[config.mk]
export PLATFORM = sky130hd
export DESIGN_NAME = etai_err_monitor
export DESIGN_NICKNAME = d
export VERILOG_FILES = /design/src/rtl/etai_pkg.sv /design/src/rtl/etai_adder_p.sv /design/src/rtl/etai_err_monitor.sv
export SDC_FILE = /design/constraint.sdc
export NUM_CORES = 1
export LEC_CHECK = 0
export CAP_MARGIN = 20
export CORE_ASPECT_RATIO = 0.6
export CORE_UTILIZATION = 54
export DETAILED_ROUTE_END_ITERATION = 16
export GPL_ROUTABILITY_DRIVEN = 0
export PLACE_DENSITY = 0.8
export SLEW_MARGIN = 25
export SYNTH_ARGS = -nofsm -noshare
export SYNTH_HDL_FRONTEND = slang
export SYNTH_SLANG_ARGS = --single-unit
[constraint.sdc]
create_clock -name Clk -period 7 [get_ports Clk]
set_input_delay 1.4 -clock Clk [delete_from_list [all_inputs] [get_ports Clk]]
set_output_delay 1.4 -clock Clk [all_outputs]
set_load 0.02 [all_outputs]
[src/rtl/etai_pkg.sv]
// rtl/etai_pkg.sv - shared widths and result record for the ETA-I error monitor
//
// Purpose: width helpers used by every block built around the segmented
//          approximate adder, plus the per-sample result record.
// Ports:   none (package).
package etai_pkg;

    // Signed sum of two WIDTH-bit operands
    function automatic int etai_sum_w(input int width);
        return width + 1;
    endfunction

    // |exact - approx| never exceeds the sum range, so it fits the sum width
    function automatic int etai_ae_w(input int width);
        return width + 1;
    endfunction

    // Signed difference of two sum-width values before taking the magnitude
    function automatic int etai_diff_w(input int width);
        return width + 2;
    endfunction

    localparam int ETAI_DEF_WIDTH = 32;

    // Result record at the default operand width; parametrised blocks build
    // the same layout locally from the helpers above.
    typedef struct packed {
        logic [ETAI_DEF_WIDTH:0] approx;
        logic [ETAI_DEF_WIDTH:0] exact;
        logic [ETAI_DEF_WIDTH:0] ae;
    } etai_result_t;

endpackage

[src/rtl/etai_adder_p.sv]
// rtl/etai_adder_p.sv - combinational ETA-I segmented approximate adder
//
// Purpose: approximate and exact signed sums of two WIDTH-bit operands.
//          Upper segment [WIDTH-1:LOWER] is added exactly with no carry-in;
//          the lower LOWER bits use the ETA-I rule: XOR above the most
//          significant position where both bits are set, all ones from there
//          down.
// Ports:   a_i, b_i     operands (signed)
//          bypass_i     1: approx_o returns the exact sum
//          approx_o     approximate sum, WIDTH+1 bits signed
//          exact_o      exact sum, WIDTH+1 bits signed
module etai_adder_p
    import etai_pkg::*;
#(
    parameter int WIDTH = 32,
    parameter int LOWER = 16
) (
    input  logic [WIDTH-1:0] a_i,
    input  logic [WIDTH-1:0] b_i,
    input  logic             bypass_i,
    output logic [WIDTH:0]   approx_o,
    output logic [WIDTH:0]   exact_o
);
    localparam int UW = WIDTH - LOWER;

    logic [UW:0]      upper;
    logic [LOWER-1:0] lower;
    logic             found;

    assign upper   = {a_i[WIDTH-1], a_i[WIDTH-1:LOWER]} + {b_i[WIDTH-1], b_i[WIDTH-1:LOWER]};
    assign exact_o = {a_i[WIDTH-1], a_i} + {b_i[WIDTH-1], b_i};

    // Scan from the top of the lower segment; once a generate position is
    // seen every remaining bit saturates to one.
    always_comb begin
        found = 1'b0;
        lower = '0;
        for (int i = LOWER - 1; i >= 0; i--) begin
            if (found || (a_i[i] && b_i[i])) begin
                found    = 1'b1;
                lower[i] = 1'b1;
            end else begin
                lower[i] = a_i[i] ^ b_i[i];
            end
        end
    end

    assign approx_o = bypass_i ? exact_o : {upper, lower};

endmodule

[src/rtl/etai_err_monitor.sv]
// rtl/etai_err_monitor.sv - pipelined ETA-I adder with streaming error statistics
//
// Purpose: two-stage pipeline (s1 = adder result, s2 = output register with
//          absolute error) and saturating error-metric accumulators updated
//          on every output handshake.
// Ports:   Clk, Rst_n              clock, synchronous active-low reset
//          clear                   synchronous clear of statistics only
//          in_valid/in_ready       operand handshake; in_a, in_b, in_exact
//          out_valid/out_ready     result handshake; out_approx, out_exact, out_ae
//          sample_cnt, err_cnt     handed-off results / results with nonzero error
//          sae, max_ae             sum and maximum of absolute error
//          sat                     sticky saturation flag
module etai_err_monitor
    import etai_pkg::*;
#(
    parameter int WIDTH = 32,
    parameter int LOWER = 16,
    parameter int CNT_W = 32,
    parameter int ACC_W = 64
) (
    input  logic             Clk,
    input  logic             Rst_n,
    input  logic             clear,
    input  logic             in_valid,
    output logic             in_ready,
    input  logic [WIDTH-1:0] in_a,
    input  logic [WIDTH-1:0] in_b,
    input  logic             in_exact,
    output logic             out_valid,
    input  logic             out_ready,
    output logic [WIDTH:0]   out_approx,
    output logic [WIDTH:0]   out_exact,
    output logic [WIDTH:0]   out_ae,
    output logic [CNT_W-1:0] sample_cnt,
    output logic [CNT_W-1:0] err_cnt,
    output logic [ACC_W-1:0] sae,
    output logic [WIDTH:0]   max_ae,
    output logic             sat
);
    localparam int SUM_W  = etai_sum_w(WIDTH);
    localparam int AE_W   = etai_ae_w(WIDTH);
    localparam int DIFF_W = etai_diff_w(WIDTH);

    typedef struct packed {
        logic [SUM_W-1:0] approx;
        logic [SUM_W-1:0] exact;
        logic [AE_W-1:0]  ae;
    } res_t;

    logic [SUM_W-1:0] add_approx, add_exact;
    logic [SUM_W-1:0] s1_approx_q, s1_exact_q;
    logic             s1_v_q, s2_v_q;
    logic             s1_en, s2_en, hs;
    res_t             s2_q, s2_d;
    logic signed [DIFF_W-1:0] diff;

    logic [CNT_W-1:0] sample_cnt_q, sample_cnt_d, cnt_base;
    logic [CNT_W-1:0] err_cnt_q, err_cnt_d, err_base;
    logic [ACC_W-1:0] sae_q, sae_d, sae_base;
    logic [AE_W-1:0]  max_ae_q, max_ae_d, max_base;
    logic             sat_q, sat_d;
    logic [CNT_W:0]   cnt_sum, err_sum;
    logic [ACC_W:0]   sae_sum;

    etai_adder_p #(.WIDTH(WIDTH), .LOWER(LOWER)) u_adder (
        .a_i      (in_a),
        .b_i      (in_b),
        .bypass_i (in_exact),
        .approx_o (add_approx),
        .exact_o  (add_exact)
    );

    assign s2_en    = !s2_v_q || out_ready;
    assign s1_en    = !s1_v_q || s2_en;
    assign in_ready = s1_en;
    assign hs       = s2_v_q && out_ready;

    always_comb begin
        diff        = $signed({s1_exact_q[SUM_W-1], s1_exact_q}) - $signed({s1_approx_q[SUM_W-1], s1_approx_q});
        s2_d.approx = s1_approx_q;
        s2_d.exact  = s1_exact_q;
        s2_d.ae     = diff[DIFF_W-1] ? AE_W'(-diff) : diff[AE_W-1:0];
    end

    always_ff @(posedge Clk) begin
        if (!Rst_n) begin
            s1_v_q      <= 1'b0;
            s1_approx_q <= '0;
            s1_exact_q  <= '0;
            s2_v_q      <= 1'b0;
            s2_q        <= '0;
        end else begin
            if (s1_en) begin
                s1_v_q <= in_valid;
                if (in_valid) begin
                    s1_approx_q <= add_approx;
                    s1_exact_q  <= add_exact;
                end
            end
            if (s2_en) begin
                s2_v_q <= s1_v_q;
                if (s1_v_q) begin
                    s2_q <= s2_d;
                end
            end
        end
    end

    // clear zeroes the base the handshake is applied to, so a coincident
    // handshake leaves exactly that one sample in the statistics.
    always_comb begin
        cnt_base = clear ? '0 : sample_cnt_q;
        err_base = clear ? '0 : err_cnt_q;
        sae_base = clear ? '0 : sae_q;
        max_base = clear ? '0 : max_ae_q;
        sat_d    = clear ? 1'b0 : sat_q;

        cnt_sum = {1'b0, cnt_base} + (CNT_W + 1)'(1);
        err_sum = {1'b0, err_base} + (CNT_W + 1)'(1);
        sae_sum = {1'b0, sae_base} + (ACC_W + 1)'(s2_q.ae);

        sample_cnt_d = cnt_base;
        err_cnt_d    = err_base;
        sae_d        = sae_base;
        max_ae_d     = max_base;

        if (hs) begin
            if (cnt_sum[CNT_W]) begin
                sample_cnt_d = '1;
                sat_d        = 1'b1;
            end else begin
                sample_cnt_d = cnt_sum[CNT_W-1:0];
            end
            if (s2_q.ae != '0) begin
                if (err_sum[CNT_W]) begin
                    err_cnt_d = '1;
                    sat_d     = 1'b1;
                end else begin
                    err_cnt_d = err_sum[CNT_W-1:0];
                end
            end
            if (sae_sum[ACC_W]) begin
                sae_d = '1;
                sat_d = 1'b1;
            end else begin
                sae_d = sae_sum[ACC_W-1:0];
            end
            if (s2_q.ae > max_base) begin
                max_ae_d = s2_q.ae;
            end
        end
    end

    always_ff @(posedge Clk) begin
        if (!Rst_n) begin
            sample_cnt_q <= '0;
            err_cnt_q    <= '0;
            sae_q        <= '0;
            max_ae_q     <= '0;
            sat_q        <= 1'b0;
        end else begin
            sample_cnt_q <= sample_cnt_d;
            err_cnt_q    <= err_cnt_d;
            sae_q        <= sae_d;
            max_ae_q     <= max_ae_d;
            sat_q        <= sat_d;
        end
    end

    assign out_valid  = s2_v_q;
    assign out_approx = s2_q.approx;
    assign out_exact  = s2_q.exact;
    assign out_ae     = s2_q.ae;
    assign sample_cnt = sample_cnt_q;
    assign err_cnt    = err_cnt_q;
    assign sae        = sae_q;
    assign max_ae     = max_ae_q;
    assign sat        = sat_q;

endmodule
==> metrics, run 1 <==
status completed; busiest grt layer met2; GRT Residual Overflow 0; Synth top area share between 30% and 40%; layout cells sized above 1 between 4 and 5%; H-Tree Depth 2; setup TNS 0 ns; drt first pass iters 8; Max Cap Viol 0; Synth cell types 77; crit end category flip-flop; post-route minimum period 5.67 ns; Syn Std Cell Area between 0.02 and 0.025 sq mm; GR Util met1 between 40% and 50%; largest net degree at the start of global routing 98; EDFF count, synth 0; Overall Power 5820 uW; Clk pin slew, worst setup/hold paths 0.06 ns; initial antenna violation count 1; Syn. warnings 0; Worst Hold Slack about 0.45 ns; Post-Syn Nets 3006; vias in the first global route 20632; WL/cell 18.9 um; Rows 55; part of the Yosys area used for sequential elements between 30% and 40%; final hold vios 0; number of fill cells in the layout 3109; #FFs+latches synth between 300 and 400; post-DP HPWL 48.7 mm; Root Buffer clkbuf_16; core area 0.0381 sq mm; DR iter-0 viols approximately 2200; Highest Clock Rate 176 MHz; pwr/cell area 226 mW/mm^2; number of port buffers about 330; slew margin rel. 31.9%; setup repair bufs after CTS 0; total number of vias around 22000; area leader, netlist dfxtp_1; chip width between 200 and 300 um; io pins 333; CP startpoint kind input pin; crit path DAT about 6.1 ns; Clock Tree Buf Depth 3; DRC 0; die height around 160 um; crit share post-route 81.0%; share of synthesized registers carrying an async set or reset 0%; Final Routed Wirelength 67.2 mm; Resized cells post-CTS 0; P&R area growth vs syn 22.3%; Synth area leaders dfxtp_1 31%, ha_1 8.1%, a21oi_1 7.9%; Worst EP required 7.40 ns; Post-synth top cells 397 x nand2_1, 333 x a21oi_1, 329 x dfxtp_1, 237 x nor2_1, 154 x clkbuf_1; unrepaired setup endpoints after global routing no; Static Leakage 0.00980 uW; Cells after Synth 2796; initial core utilization 55.4%; Via density 6.12; Critical Path Fanout Max 22; cell with the most instances after synthesis nand2_1; CTS tree yes; met2 GRT Util 50.2%; final setup violating endpoints 0; # nets final 3229; worst slew pin tran slightly above 1 ns; CTS buffer count 35; clk_skew 0.0205 ns; VDD IR-drop max 0.000169 V; Routed Antenna Nets 0; worst skew pair latency 0.54 ns; Main synth FF type dfxtp_1; met3 Use GR 6.53%; Total Routing Usage GR between 30% and 40%; Clock Sinks 329; WS Path Type in2reg; total die area around 0.04 sq mm; global-route wire length before repair 107 mm; Max Slew Vio Count 0; Mapped Avg Cell Area 7.54 sq um; Post-CTS Hold Buffers 0; Worst Hold Class reg2reg
==> cell families after synthesis <==
| kind of cell | after synthesis | share of synthesized area, % |
|---|---|---|
| buffers and inverters | 256 | 4.57 |
| AND/OR/NAND/NOR | 1094 | 24.6 |
| flip-flops | 329 | 31.2 |
| AO/OA/AOI/OAI | 774 | 22.6 |
| multiplexers | 16 | 0.819 |
| XOR/XNOR | 187 | 7.76 |
| adder cells (fa/ha/maj) | 140 | 8.45 |
==> power by group <==
group          leakage (uW)  switching (uW)  internal (uW)
Sequential          0.00268             125           1960
Combinational       0.00656            1080            732
Clock              0.000567             805           1120
Total               0.00980            2010           3810
==> registers in the layout, summed over array words and instances (netlist names) <==
name / flops
out_exact: 33
out_ae: 33
s1_approx_q: 33
sample_cnt: 32
err_cnt: 32
sae: 64
s1_v_q: 1
sat: 1
s1_exact_q: 33
max_ae: 33
out_valid: 1
out_approx: 33
==> routing by layer <==
layer | vias to the layer above | wire length, um
met1 | 10332 | 30600
met3 | 152 | 5900
met5 | - | 0
li1 | 10292 | -
met2 | 983 | 28900
met4 | 0 | 1750
==> worst paths after layout <==
kind / startpoint / to / slack (ns) / cells after the start
max: clear / sae[44] / 1.33 / 15
min: out_approx[3] / out_approx[3] / 0.45 / 2
max reg2reg: sae[0] / sae[44] / 2.34 / 14
min reg2reg: out_approx[3] / out_approx[3] / 0.45 / 2
==> worst max-delay path, cell delays in order <==
cell and delay [ns]:
buf_2 0.45, nor2b_1 0.14, ha_1 0.25, fa_1 0.40
a21oi_1 0.16, o21bai_1 0.13, a2111oi_0 0.55, nor3_1 0.14
o21ai_0 0.52, o21ai_1 0.27, a41oi_1 0.58, nor2_1 0.17
nand2_1 0.54, a21boi_0 0.28, nor2_1 0.06
==> cell type report <==
| class | count | area (sq um) | area share [%] |
|---|---|---|---|
| timing repair buffer | 351 | 3480 | 13.5 |
| clock inverter | 12 | 160 | 0.621 |
| tap | 513 | 642 | 2.49 |
| inverter | 91 | 347 | 1.34 |
| multi-input combinational | 2211 | 13600 | 52.7 |
| sequential | 329 | 6590 | 25.5 |
| clock buffer | 49 | 1000 | 3.88 |
| antenna | 1 | 2.50 | 0.00970 |
==> stage by stage <==
stage | setup slack (ns) | cell area, sq um | utilization, % | std cells
3_3_place_gp | 0.894 | 24600 | 64.7 | 3494
6_report | 1.33 | 25800 | 67.8 | 3557
3_5_place_dp | 0.838 | 24600 | 64.7 | 3494
2_1_floorplan | 1.49 | 21100 | - | 2796
4_1_cts | 1.37 | 25800 | 67.7 | 3555
5_1_grt | 1.13 | 25800 | 67.8 | 3556
==> placed cells by master (no fill, tap or decap), types with 27 or more instances in the layout <==
cell type | netlist | routed
and3_1 | 37 | 37
nand3_1 | 82 | 82
xor2_1 | 52 | 52
inv_1 | 90 | 89
a211oi_1 | 44 | 43
clkdlybuf4s50_1 | 0 | 330
nor4_1 | 27 | 27
ha_1 | 136 | 136
nand2_1 | 397 | 396
o21ai_0 | 135 | 135
nor2_1 | 237 | 237
dfxtp_1 | 329 | 329
a21oi_1 | 333 | 333
a21o_1 | 69 | 69
nor3_1 | 48 | 48
clkbuf_16 | 0 | 36
nor2b_1 | 85 | 84
xnor2_1 | 135 | 135
a31oi_1 | 29 | 28
or2_2 | 32 | 32
nand4_1 | 53 | 53
No activity file was read; power rests on OpenSTA's default activity.
==> inputs of run 2 (changes only) <==
- CORE_UTILIZATION: 54 -> 50
- PLACE_DENSITY: 0.8 -> 0.78
- clock period: 7 -> 4.6 ns (I/O delays scaled with it)
==> metrics, run 2 (synthesized netlist as in run 1, its figures left out) <==
status completed; slew margin rel. 35.6% (+3.7 points); worst skew pair latency 0.54 ns (about the same); crit share post-route about 94%; crit end category flip-flop; NetSw 3100 uW (+54%); final hold vios 0 (unchanged); clk_skew 0.0258 ns (+0.00527 ns); CTS tree yes; vias in the first global route 20679 (+0.23%); r2r setup slk 0.33 ns (-2.01 ns); Worst path slowest cell or4_1; Max Cap Viol 0 (unchanged); max FFs per register 64 (unchanged); unrepaired setup endpoints after global routing no; Final Routed Wirelength 68.4 mm (+1.9%); initial antenna violation count 1 (unchanged); pwr/cell area 335 mW/mm^2 (+49%); Cell Chain, Critical Path buf_2, nor2b_1, ha_1, fa_1, a21oi_1, o21bai_1, a2111oi_0, nor3_1, o21ai_0, buf_4, o21ai_1, a41oi_2, buf_4, or4_1, or2_2, o311a_1; Highest Clock Rate 230 MHz; Crit path max-delay family compound AO/OA/AOI/OAI gates; number of fill cells in the layout 3458 (+11%); Total Routing Usage GR 30.7% (-1.8 points); Root Buffer clkbuf_16; chip width 267 um (+3.9%); Static Leakage 0.0102 uW (+4.3%); post-route minimum period 4.35 ns; worst reg-to-reg path cell count 14 (unchanged); Via density 5.98 (-2.3%); CP max stage delay 0.58 ns (about the same); io pins 333 (unchanged); Clk pin slew, worst setup/hold paths 0.06 ns (about the same); Clock Power Share 32.0% (-1.0 points); P&R area growth vs syn 25.7%; reg2reg start s1_approx_q[0]; Clock Sinks 329 (unchanged); number of port buffers 332 (unchanged); CTS buffer count 34 (-2.9%); core area 0.0410 sq mm (+7.8%); WL/cell 18.6 um (-1.7%); crit path DAT 4.77 ns (-1.30 ns); Routed Antenna Nets 0 (unchanged); initial core utilization 51.4% (-4.0 points); reg2reg end out_ae[31]; Top cell by count, worst path buf_4; CP startpoint kind input pin; largest net degree at the start of global routing 87 (-11%); DR iter-0 viols 2275 (+2.7%); global-route wire length before repair 108 mm (+0.97%); commonest non-fill, non-tap cells in the layout 396 x nand2_1, 333 x a21oi_1, 330 x clkdlybuf4s50_1; Logic pwr share 32.6% (+1.5 points); Worst Setup EP sae[52]; # nets final 3310 (+2.5%); GRT Residual Overflow 0 (unchanged); WP depth 16 (+1); Clock Tree Buf Depth 3 (unchanged); post-DP HPWL 50.5 mm (+3.7%); worst slew pin tran 0.966 ns (-0.0556 ns); VDD IR-drop max 0.000217 V (+28%); Cells after DPL 3623 (+3.7%); total number of vias 22029 (+1.2%); Post-CTS Hold Buffers 0 (unchanged); most common cell after layout, fill and taps aside nand2_1; Seq pwr share 35.4% (-0.5 points); placed cell area 0.0254 sq mm (+3.1%); total die area 0.0430 sq mm (+7.9%); drt first pass iters 5 (-3); WS Path Type in2reg; Worst Path Buf+Inv 3 (+2); die height 161 um (+3.9%); DRC 0 (unchanged); Worst Hold Class reg2reg; design area 0.0265 sq mm (+2.8%); Worst Setup SP clear; Max Slew Vio Count 0 (unchanged); layout cells sized above 1 7.43% (+2.7 points); Rows 57 (+3.6%); switching share of power 34.9% (+0.32 points); Worst EP required 5.03 ns (-2.37 ns); Layout Cells excl Fill 3686 (+3.6%); setup TNS 0 ns (unchanged); Overall Power 8880 uW (+53%); Critical Path Fanout Max 8 (-64%); final setup violating endpoints 0 (unchanged); Cell Int Power 5790 uW (+52%); H-Tree Depth 2 (unchanged)
-- run 2: changes by cell type in the layout (fill, tap and decap cells not counted), sizes merged --
cell      change
clkinvlp      +1
buf          +82
clkbuf        -4
diode         +1
clkinv        +3
bufinv        -1
-- run 2: what timing repair did --
item,CTS,global route
endpoints found under the setup margin,0,1
resized for setup,0,1
setup buffers,0,1
-- run 2: worst reg2reg max path: cells and delay by family, from the launching register on --
family	cells	cell delay [ns]
buf+inv	1	0.05
mux	1	0.36
compound gates	6	1.42
simple gates	4	1.34
flops	1	0.44
fa+ha+maj	2	0.59
-- run 2: how the worst min path moves through the flow --
| stage | endpoint | start | depth (start not counted) | slack (ns) |
|---|---|---|---|---|
| floorplan | out_approx[15] | s1_approx_q[15] | 2 | 0.43 |
| global placement | out_approx[15] | s1_approx_q[15] | 2 | 0.44 |
| detailed placement | out_approx[7] | out_approx[7] | 2 | 0.45 |
| CTS | out_approx[7] | out_approx[7] | 2 | 0.45 |
| global route | out_approx[5] | out_approx[5] | 2 | 0.48 |
| finish | out_approx[7] | out_approx[7] | 2 | 0.45 |
-- run 2: layout make-up --
type	instances	area, sq um	area share, %
multi-input cells	2211	13600	51.3
flip-flops and latches	329	6590	24.8
repair buffers	433	4150	15.6
clock buffers	45	972	3.67
well taps	560	701	2.64
inverters	91	347	1.31
clock inverters	15	153	0.575
diodes	2	5.00	0.0189
-- run 2: power groups by stage --
stage | logic (uW) | clock network, uW | registers [uW]
5_1_grt | 3160 | 3010 | 3160
3_3_place_gp | 2740 | 0 | 3210
6_report | 2890 | 2840 | 3150
4_1_cts | 2840 | 2880 | 3140
2_1_floorplan | 1900 | 0 | 3240
3_5_place_dp | 2820 | 0 | 3210
-- run 2: routing by layer --
metal	share of wire, %	global-route usage, %
met4	3.4	11.6
met2	43	46.4
met1	45	42.7
met3	8.9	6.34
met5	0	0
-- run 2: per-stage QoR --
stage,setup slack (ns),hold slack (ns),util (%)
after floorplan,0.000722,0.432,-
after global placement,-0.0336,0.440,61.9
after detailed placement,-0.168,0.447,61.9
after CTS,0.181,0.455,64.6
after global routing,0.0532,0.477,64.7
final,0.254,0.453,64.7
